[config.mk]
export PLATFORM = sky130hd
export DESIGN_NAME = gate_sweep_ctrl_flat
export DESIGN_NICKNAME = d
export VERILOG_FILES = /design/src/rtl/gate_sweep_ctrl_if.sv /design/src/rtl/gate_sweep_ctrl.sv /design/src/flat_wrapper.sv
export SDC_FILE = /design/constraint.sdc
export NUM_CORES = 1
export LEC_CHECK = 0
export CELL_PAD_IN_SITES_DETAIL_PLACEMENT = 1
export CELL_PAD_IN_SITES_GLOBAL_PLACEMENT = 1
export CORE_MARGIN = 5
export CORE_UTILIZATION = 48
export CTS_BUF_LIST = sky130_fd_sc_hd__clkbuf_4 sky130_fd_sc_hd__clkbuf_8
export DETAILED_ROUTE_END_ITERATION = 7
export PLACE_DENSITY = 0.86
export SYNTH_ARGS = -nofsm -noshare
export SYNTH_HDL_FRONTEND = slang
export SYNTH_SLANG_ARGS = --single-unit
[constraint.sdc]
create_clock -name clk -period 4.7 [get_ports clk]
set_input_delay 0.705 -clock clk [delete_from_list [all_inputs] [get_ports clk]]
set_output_delay 0.705 -clock clk [all_outputs]
set_load 0.03 [all_outputs]
[src/rtl/gate_sweep_ctrl_if.sv]
// Handshake and gate-drive bundle for gate_sweep_ctrl.
// The slave side is the sequencer; the master side is the board or bench plus the gate under test.
interface gate_sweep_ctrl_if;
  logic       start;
  logic [1:0] op_sel;
  logic       gate_a;
  logic       gate_b;
  logic       gate_c;
  logic       busy;
  logic       done;
  logic       pass;
  logic [2:0] err_count;
  logic [3:0] fail_vec;
  logic       sticky_fail;

  modport master (
    output start, op_sel, gate_c,
    input  gate_a, gate_b, busy, done, pass, err_count, fail_vec, sticky_fail
  );

  modport slave (
    input  start, op_sel, gate_c,
    output gate_a, gate_b, busy, done, pass, err_count, fail_vec, sticky_fail
  );
endinterface

[src/rtl/gate_sweep_ctrl.sv]
// Exhaustive 2-input gate sweep sequencer with settle-time hold and a reference compare.
// Optional GATE_SWEEP_STICKY_EN builds a failure accumulator that is cleared only by rst_n.
module gate_sweep_ctrl #(
  parameter int unsigned SETTLE_CYCLES = 2
) (
  input logic              clk,
  input logic              rst_n,
  gate_sweep_ctrl_if.slave bus
);
  typedef enum logic [1:0] {IDLE = 2'd0, HOLD = 2'd1, FIN = 2'd2} state_e;

  localparam logic [7:0] SettleCnt = 8'(SETTLE_CYCLES);

  function automatic logic exp_fn(input logic [1:0] op, input logic a, input logic b);
    logic r;
    case (op)
      2'b00:   r = a & b;
      2'b01:   r = a | b;
      2'b10:   r = a ^ b;
      2'b11:   r = ~(a & b);
      default: r = 1'b0;
    endcase
    return r;
  endfunction

  state_e     state_q, state_d;
  logic [1:0] idx_q, idx_d, op_q, op_d;
  logic [7:0] cnt_q, cnt_d;
  logic [2:0] wcnt_q, wcnt_d, err_count_q, err_count_d;
  logic [3:0] wvec_q, wvec_d, fail_vec_q, fail_vec_d;
  logic       gate_a_q, gate_a_d, gate_b_q, gate_b_d;
  logic       busy_q, busy_d, done_q, done_d, pass_q, pass_d;

  logic       step_s;
  logic [1:0] cur_idx_s, cur_op_s;
  logic [7:0] cur_cnt_s;
  logic [2:0] cur_wcnt_s;
  logic [3:0] cur_wvec_s;

  // Next-state logic. IDLE drives vector 00, so the accept cycle already counts
  // as the first cycle of vector 0's settle window (shared step below).
  always_comb begin
    state_d     = state_q;
    idx_d       = idx_q;
    op_d        = op_q;
    cnt_d       = cnt_q;
    wcnt_d      = wcnt_q;
    wvec_d      = wvec_q;
    err_count_d = err_count_q;
    fail_vec_d  = fail_vec_q;
    pass_d      = pass_q;
    busy_d      = busy_q;
    done_d      = 1'b0;
    step_s      = 1'b0;
    cur_idx_s   = idx_q;
    cur_op_s    = op_q;
    cur_cnt_s   = cnt_q;
    cur_wcnt_s  = wcnt_q;
    cur_wvec_s  = wvec_q;

    case (state_q)
      IDLE: begin
        if (bus.start) begin
          step_s     = 1'b1;
          cur_idx_s  = 2'd0;
          cur_op_s   = bus.op_sel;
          cur_cnt_s  = SettleCnt;
          cur_wcnt_s = 3'd0;
          cur_wvec_s = 4'd0;
          op_d       = bus.op_sel;
          busy_d     = 1'b1;
          state_d    = HOLD;
        end else begin
          busy_d = 1'b0;
        end
      end
      HOLD: begin
        step_s = 1'b1;
      end
      FIN: begin
        done_d      = 1'b1;
        busy_d      = 1'b0;
        err_count_d = wcnt_q;
        fail_vec_d  = wvec_q;
        pass_d      = (wcnt_q == 3'd0);
        state_d     = IDLE;
      end
      default: begin
        busy_d  = 1'b0;
        state_d = IDLE;
      end
    endcase

    if (step_s) begin
      idx_d  = cur_idx_s;
      wcnt_d = cur_wcnt_s;
      wvec_d = cur_wvec_s;
      if (cur_cnt_s != 8'd0) begin
        cnt_d = cur_cnt_s - 8'd1;
      end else begin
        if (bus.gate_c != exp_fn(cur_op_s, cur_idx_s[1], cur_idx_s[0])) begin
          wcnt_d = cur_wcnt_s + 3'd1;
          wvec_d = cur_wvec_s | (4'd1 << cur_idx_s);
        end else begin
          wvec_d = cur_wvec_s;
        end
        if (cur_idx_s != 2'd3) begin
          idx_d = cur_idx_s + 2'd1;
          cnt_d = SettleCnt;
        end else begin
          state_d = FIN;
        end
      end
    end else begin
      cnt_d = cnt_q;
    end

    gate_a_d = (state_d == HOLD) ? idx_d[1] : 1'b0;
    gate_b_d = (state_d == HOLD) ? idx_d[0] : 1'b0;
  end

  // State and output registers; reset aborts any sweep without publishing.
  always_ff @(posedge clk or negedge rst_n) begin
    if (!rst_n) begin
      state_q     <= IDLE;
      idx_q       <= 2'd0;
      op_q        <= 2'd0;
      cnt_q       <= 8'd0;
      wcnt_q      <= 3'd0;
      wvec_q      <= 4'd0;
      err_count_q <= 3'd0;
      fail_vec_q  <= 4'd0;
      pass_q      <= 1'b0;
      busy_q      <= 1'b0;
      done_q      <= 1'b0;
      gate_a_q    <= 1'b0;
      gate_b_q    <= 1'b0;
    end else begin
      state_q     <= state_d;
      idx_q       <= idx_d;
      op_q        <= op_d;
      cnt_q       <= cnt_d;
      wcnt_q      <= wcnt_d;
      wvec_q      <= wvec_d;
      err_count_q <= err_count_d;
      fail_vec_q  <= fail_vec_d;
      pass_q      <= pass_d;
      busy_q      <= busy_d;
      done_q      <= done_d;
      gate_a_q    <= gate_a_d;
      gate_b_q    <= gate_b_d;
    end
  end

  assign bus.gate_a    = gate_a_q;
  assign bus.gate_b    = gate_b_q;
  assign bus.busy      = busy_q;
  assign bus.done      = done_q;
  assign bus.pass      = pass_q;
  assign bus.err_count = err_count_q;
  assign bus.fail_vec  = fail_vec_q;

`ifdef GATE_SWEEP_STICKY_EN
  logic sticky_q;

  // Latches any failing sweep until the next rst_n.
  always_ff @(posedge clk or negedge rst_n) begin
    if (!rst_n) begin
      sticky_q <= 1'b0;
    end else if ((state_q == FIN) && (wcnt_q != 3'd0)) begin
      sticky_q <= 1'b1;
    end else begin
      sticky_q <= sticky_q;
    end
  end

  assign bus.sticky_fail = sticky_q;
`else
  assign bus.sticky_fail = 1'b0;
`endif
endmodule
[src/flat_wrapper.sv]
// flat-port wrapper written by rule: the top's interface ports become plain ports
module gate_sweep_ctrl_flat 
#(
  parameter int unsigned SETTLE_CYCLES = 2
)
  (clk, rst_n, bus_start, bus_op_sel, bus_gate_c, bus_gate_a, bus_gate_b, bus_busy, bus_done, bus_pass, bus_err_count, bus_fail_vec, bus_sticky_fail);
  gate_sweep_ctrl_if bus_i ();
  input logic clk;
  input logic rst_n;
  input wire logic [$bits(bus_i.start)-1:0] bus_start;
  input wire logic [$bits(bus_i.op_sel)-1:0] bus_op_sel;
  input wire logic [$bits(bus_i.gate_c)-1:0] bus_gate_c;
  output wire logic [$bits(bus_i.gate_a)-1:0] bus_gate_a;
  output wire logic [$bits(bus_i.gate_b)-1:0] bus_gate_b;
  output wire logic [$bits(bus_i.busy)-1:0] bus_busy;
  output wire logic [$bits(bus_i.done)-1:0] bus_done;
  output wire logic [$bits(bus_i.pass)-1:0] bus_pass;
  output wire logic [$bits(bus_i.err_count)-1:0] bus_err_count;
  output wire logic [$bits(bus_i.fail_vec)-1:0] bus_fail_vec;
  output wire logic [$bits(bus_i.sticky_fail)-1:0] bus_sticky_fail;
  assign bus_i.start = bus_start;
  assign bus_i.op_sel = bus_op_sel;
  assign bus_i.gate_c = bus_gate_c;
  assign bus_gate_a = bus_i.gate_a;
  assign bus_gate_b = bus_i.gate_b;
  assign bus_busy = bus_i.busy;
  assign bus_done = bus_i.done;
  assign bus_pass = bus_i.pass;
  assign bus_err_count = bus_i.err_count;
  assign bus_fail_vec = bus_i.fail_vec;
  assign bus_sticky_fail = bus_i.sticky_fail;
  gate_sweep_ctrl #(.SETTLE_CYCLES(SETTLE_CYCLES)) u_core (.clk(clk), .rst_n(rst_n), .bus(bus_i));
endmodule
==> results.yml <==
die:
  io_pins: 19
  core_area_um2: 3311
  die_h_um: 68.03
  die_w_um: 68.03
  initial_core_util_pct: 48.83
  dieArea_um2: 4628
  core.rowCount: 21
route:
  firstDrtPassIters: 4
  vias: 1282
  drcViolationCount: 0
  routed_via_density: 5.723
  routed_wl_um: 3989
  drtIter0Drc: 88
  detail-route-antenna-nets: 0
  avgRoutedWirePerCell_um: 17.81
global_routing:
  grt_max_degree: 34
  grt_pass1_wl_um: 6630
  grt_pass1_vias: 1380
  grt-ovfl-total: 0
  grt_usage_pct: 19.71
  antenna_found_initial: 0
clocking:
  cts-buffers-inserted: 5
  cts_hold_buf: 0
  clkTransAtPathRegs_ns: 0.09
  clk_latency_ns: 0.34
  cts_sinks: 33
  h-tree-depth: 2
  ctsResizeCount: 0
  cts_tree: "yes"
  clockBufferDepth: 2
  post_cts_buffers: 0
  ctsRootBufferMaster: "clkbuf_4"
status:
  status: "completed"
critical_path:
  critPathKind: "input port to flop"
  worstPathMaxFanout: 14
  start_kind: "input port"
  critPathRequiredTime_ns: 4.92
  end_kind: "flop"
  crit_arrival_ns: 3.59
yosys:
  synth_seq_cells: 33
  async_flop_share_pct: 100.0
  synth_flop_cell: "dfrtp_1"
  yosysSeqAreaShare_pct: 51.08
  synth_cell_types: 46
  syn_avg_cell_area_um2: 10.30
  post-synth-top-area-cell: "dfrtp_1"
  syn_nets: 166
  synth.top_cell.area_share_pct: 51.08
  ys_top_cells_by_area: "dfrtp_1 51%, mux2_2 5.6%, o21ai_0 5.3%"
  netlist_area_um2: 1617
  synthCells: 157
  synth_edf_count: 0
  yosysWarnings: 0
finish:
  layout_common_cells: "33 x dfrtp_1, 17 x o21ai_0, 17 x clkdlybuf4s50_1"
  seq_area_um2: 825.8
  multi_input_area_um2: 730.7
  final_common_cell: "dfrtp_1"
  fill_cells: 377
  syn_to_final_growth_pct: 18.19
  antennaDiodeCount: 0
  drive_gt1_share_pct: 11.80
  finalNonFillerCells: 224
  nNetsFinal: 186
timing:
  hold_violations: 0
  grt_setup_unrepaired: "false"
  clock_skew_ns: 0.006931
  relSlewSlack_pct: 52.18
  period_needed_ns: 3.366
  finalCritPeriodShare_pct: 71.62
  finalMaxSlewViolations: 0
  tightest_slew_ns: 0.7165
  final.setup.tns_ns: 0
  clock.fmax_mhz: 297.1
  setup_viol: 0
power_and_ir_drop:
  irDropWorstVdd_mv: 0.3567
  p_leak_nw: 0.8663
  pwr_density_cell_nw_per_um2: 576.9
place:
  hpwl_um: 2922
  post-place-cells: 216
  port_buffers: 17
  finalWeightedCongestion: 0.8883
flow_run:
  cap_violations: 0
worst_hold_path:
  hold_class: "flop to flop"
kinds of logic after synthesis:
logic type / share of synthesized area, %
AND/OR/NAND/NOR: 15.87
AO/OA/AOI/OAI: 18.27
flip-flops: 51.08
buffers and inverters: 3.715
multiplexers: 6.889
adder cells (fa/ha/maj): 2.322
XOR/XNOR: 1.626
other: 0.2320
cell usage after synthesis (2+ instances only):
master	count
dfrtp_1	33
o21ai_0	17
nor2_1	15
nand2_1	10
a21oi_1	8
inv_1	8
mux2_2	8
and2_1	4
nand2b_1	4
a22o_1	3
clkbuf_1	3
ha_1	3
nor3_1	3
a21o_1	2
a31oi_1	2
nor4_1	2
o41ai_1	2
xnor2_1	2
per-stage QoR:
step                instance area, µm²  hold slack [ns]  utilization (%)  power (W)  setup WS [ns]
global placement                  1822           0.4602            55.03  0.0008350          1.134
global route                      1911           0.5383            57.71   0.001180          1.189
finish                            1911           0.5100            57.71   0.001102          1.334
CTS                               1911           0.5174            57.71   0.001110          1.364
floorplan                         1617           0.4094                -  0.0007337          1.893
detailed placement                1822           0.4933            55.03  0.0008684          1.054
critical path, stage by stage:
cell and delay, ns:
clkdlybuf4s50_1 0.52, or3b_1 0.57, and2_1 0.27, ha_1 0.27, inv_1 0.13, o21ai_0 0.10
o32a_1 0.23, a211o_1 0.33, nand2_2 0.13, mux2_1 0.34
routing by layer:
metal  track usage [%]  routed length (µm)
met5                 0                   0
met4             8.189                  98
met3             4.762                 229
met2             32.49                1952
met1             24.61                1708
layout make-up:
class | count | share of cell area (%)
inverters | 8 | 1.572
clock inverters | 1 | 1.572
multi-input cells | 111 | 38.24
well taps | 46 | 3.012
clock buffers | 7 | 3.078
flip-flops and latches | 33 | 43.22
repair buffers | 18 | 9.299
worst paths after layout:
| kind | from | end | slack (ns) | depth (start not counted) |
|---|---|---|---|---|
| worst max-delay path | bus_start | u_core.wcnt_q[1] | 1.33 | 10 |
| worst min-delay path | u_core.wcnt_q[2] | u_core.bus.pass | 0.51 | 1 |
| worst max register to register | u_core.state_q[0] | u_core.wcnt_q[1] | 1.69 | 9 |
| worst min register to register | u_core.wcnt_q[2] | u_core.bus.pass | 0.51 | 1 |
| max in group asynchronous | rst_n | u_core.state_q[0] | 3.64 | 2 |
| min in group asynchronous | rst_n | u_core.bus.busy | 0.76 | 2 |
registers in the layout, summed over array words and instances, names as in the netlist:
name / flops
u_core.idx_q: 2
u_core.bus.err_count: 3
u_core.bus.gate_a: 1
u_core.bus.fail_vec: 4
u_core.op_q: 2
u_core.bus.pass: 1
u_core.state_q: 2
u_core.bus.busy: 1
u_core.wcnt_q: 3
u_core.bus.gate_b: 1
u_core.cnt_q: 8
u_core.wvec_q: 4
u_core.bus.done: 1
power breakdown:
part / switching, W / internal, W / leakage, nW / total [W]
clock network: 0.0000946 / 0.000133 / 0.0489 / 0.000227
logic: 0.000246 / 0.000173 / 0.394 / 0.000419
registers: 0.0000858 / 0.000370 / 0.423 / 0.000456
No activity file was read; power rests on OpenSTA's default activity.
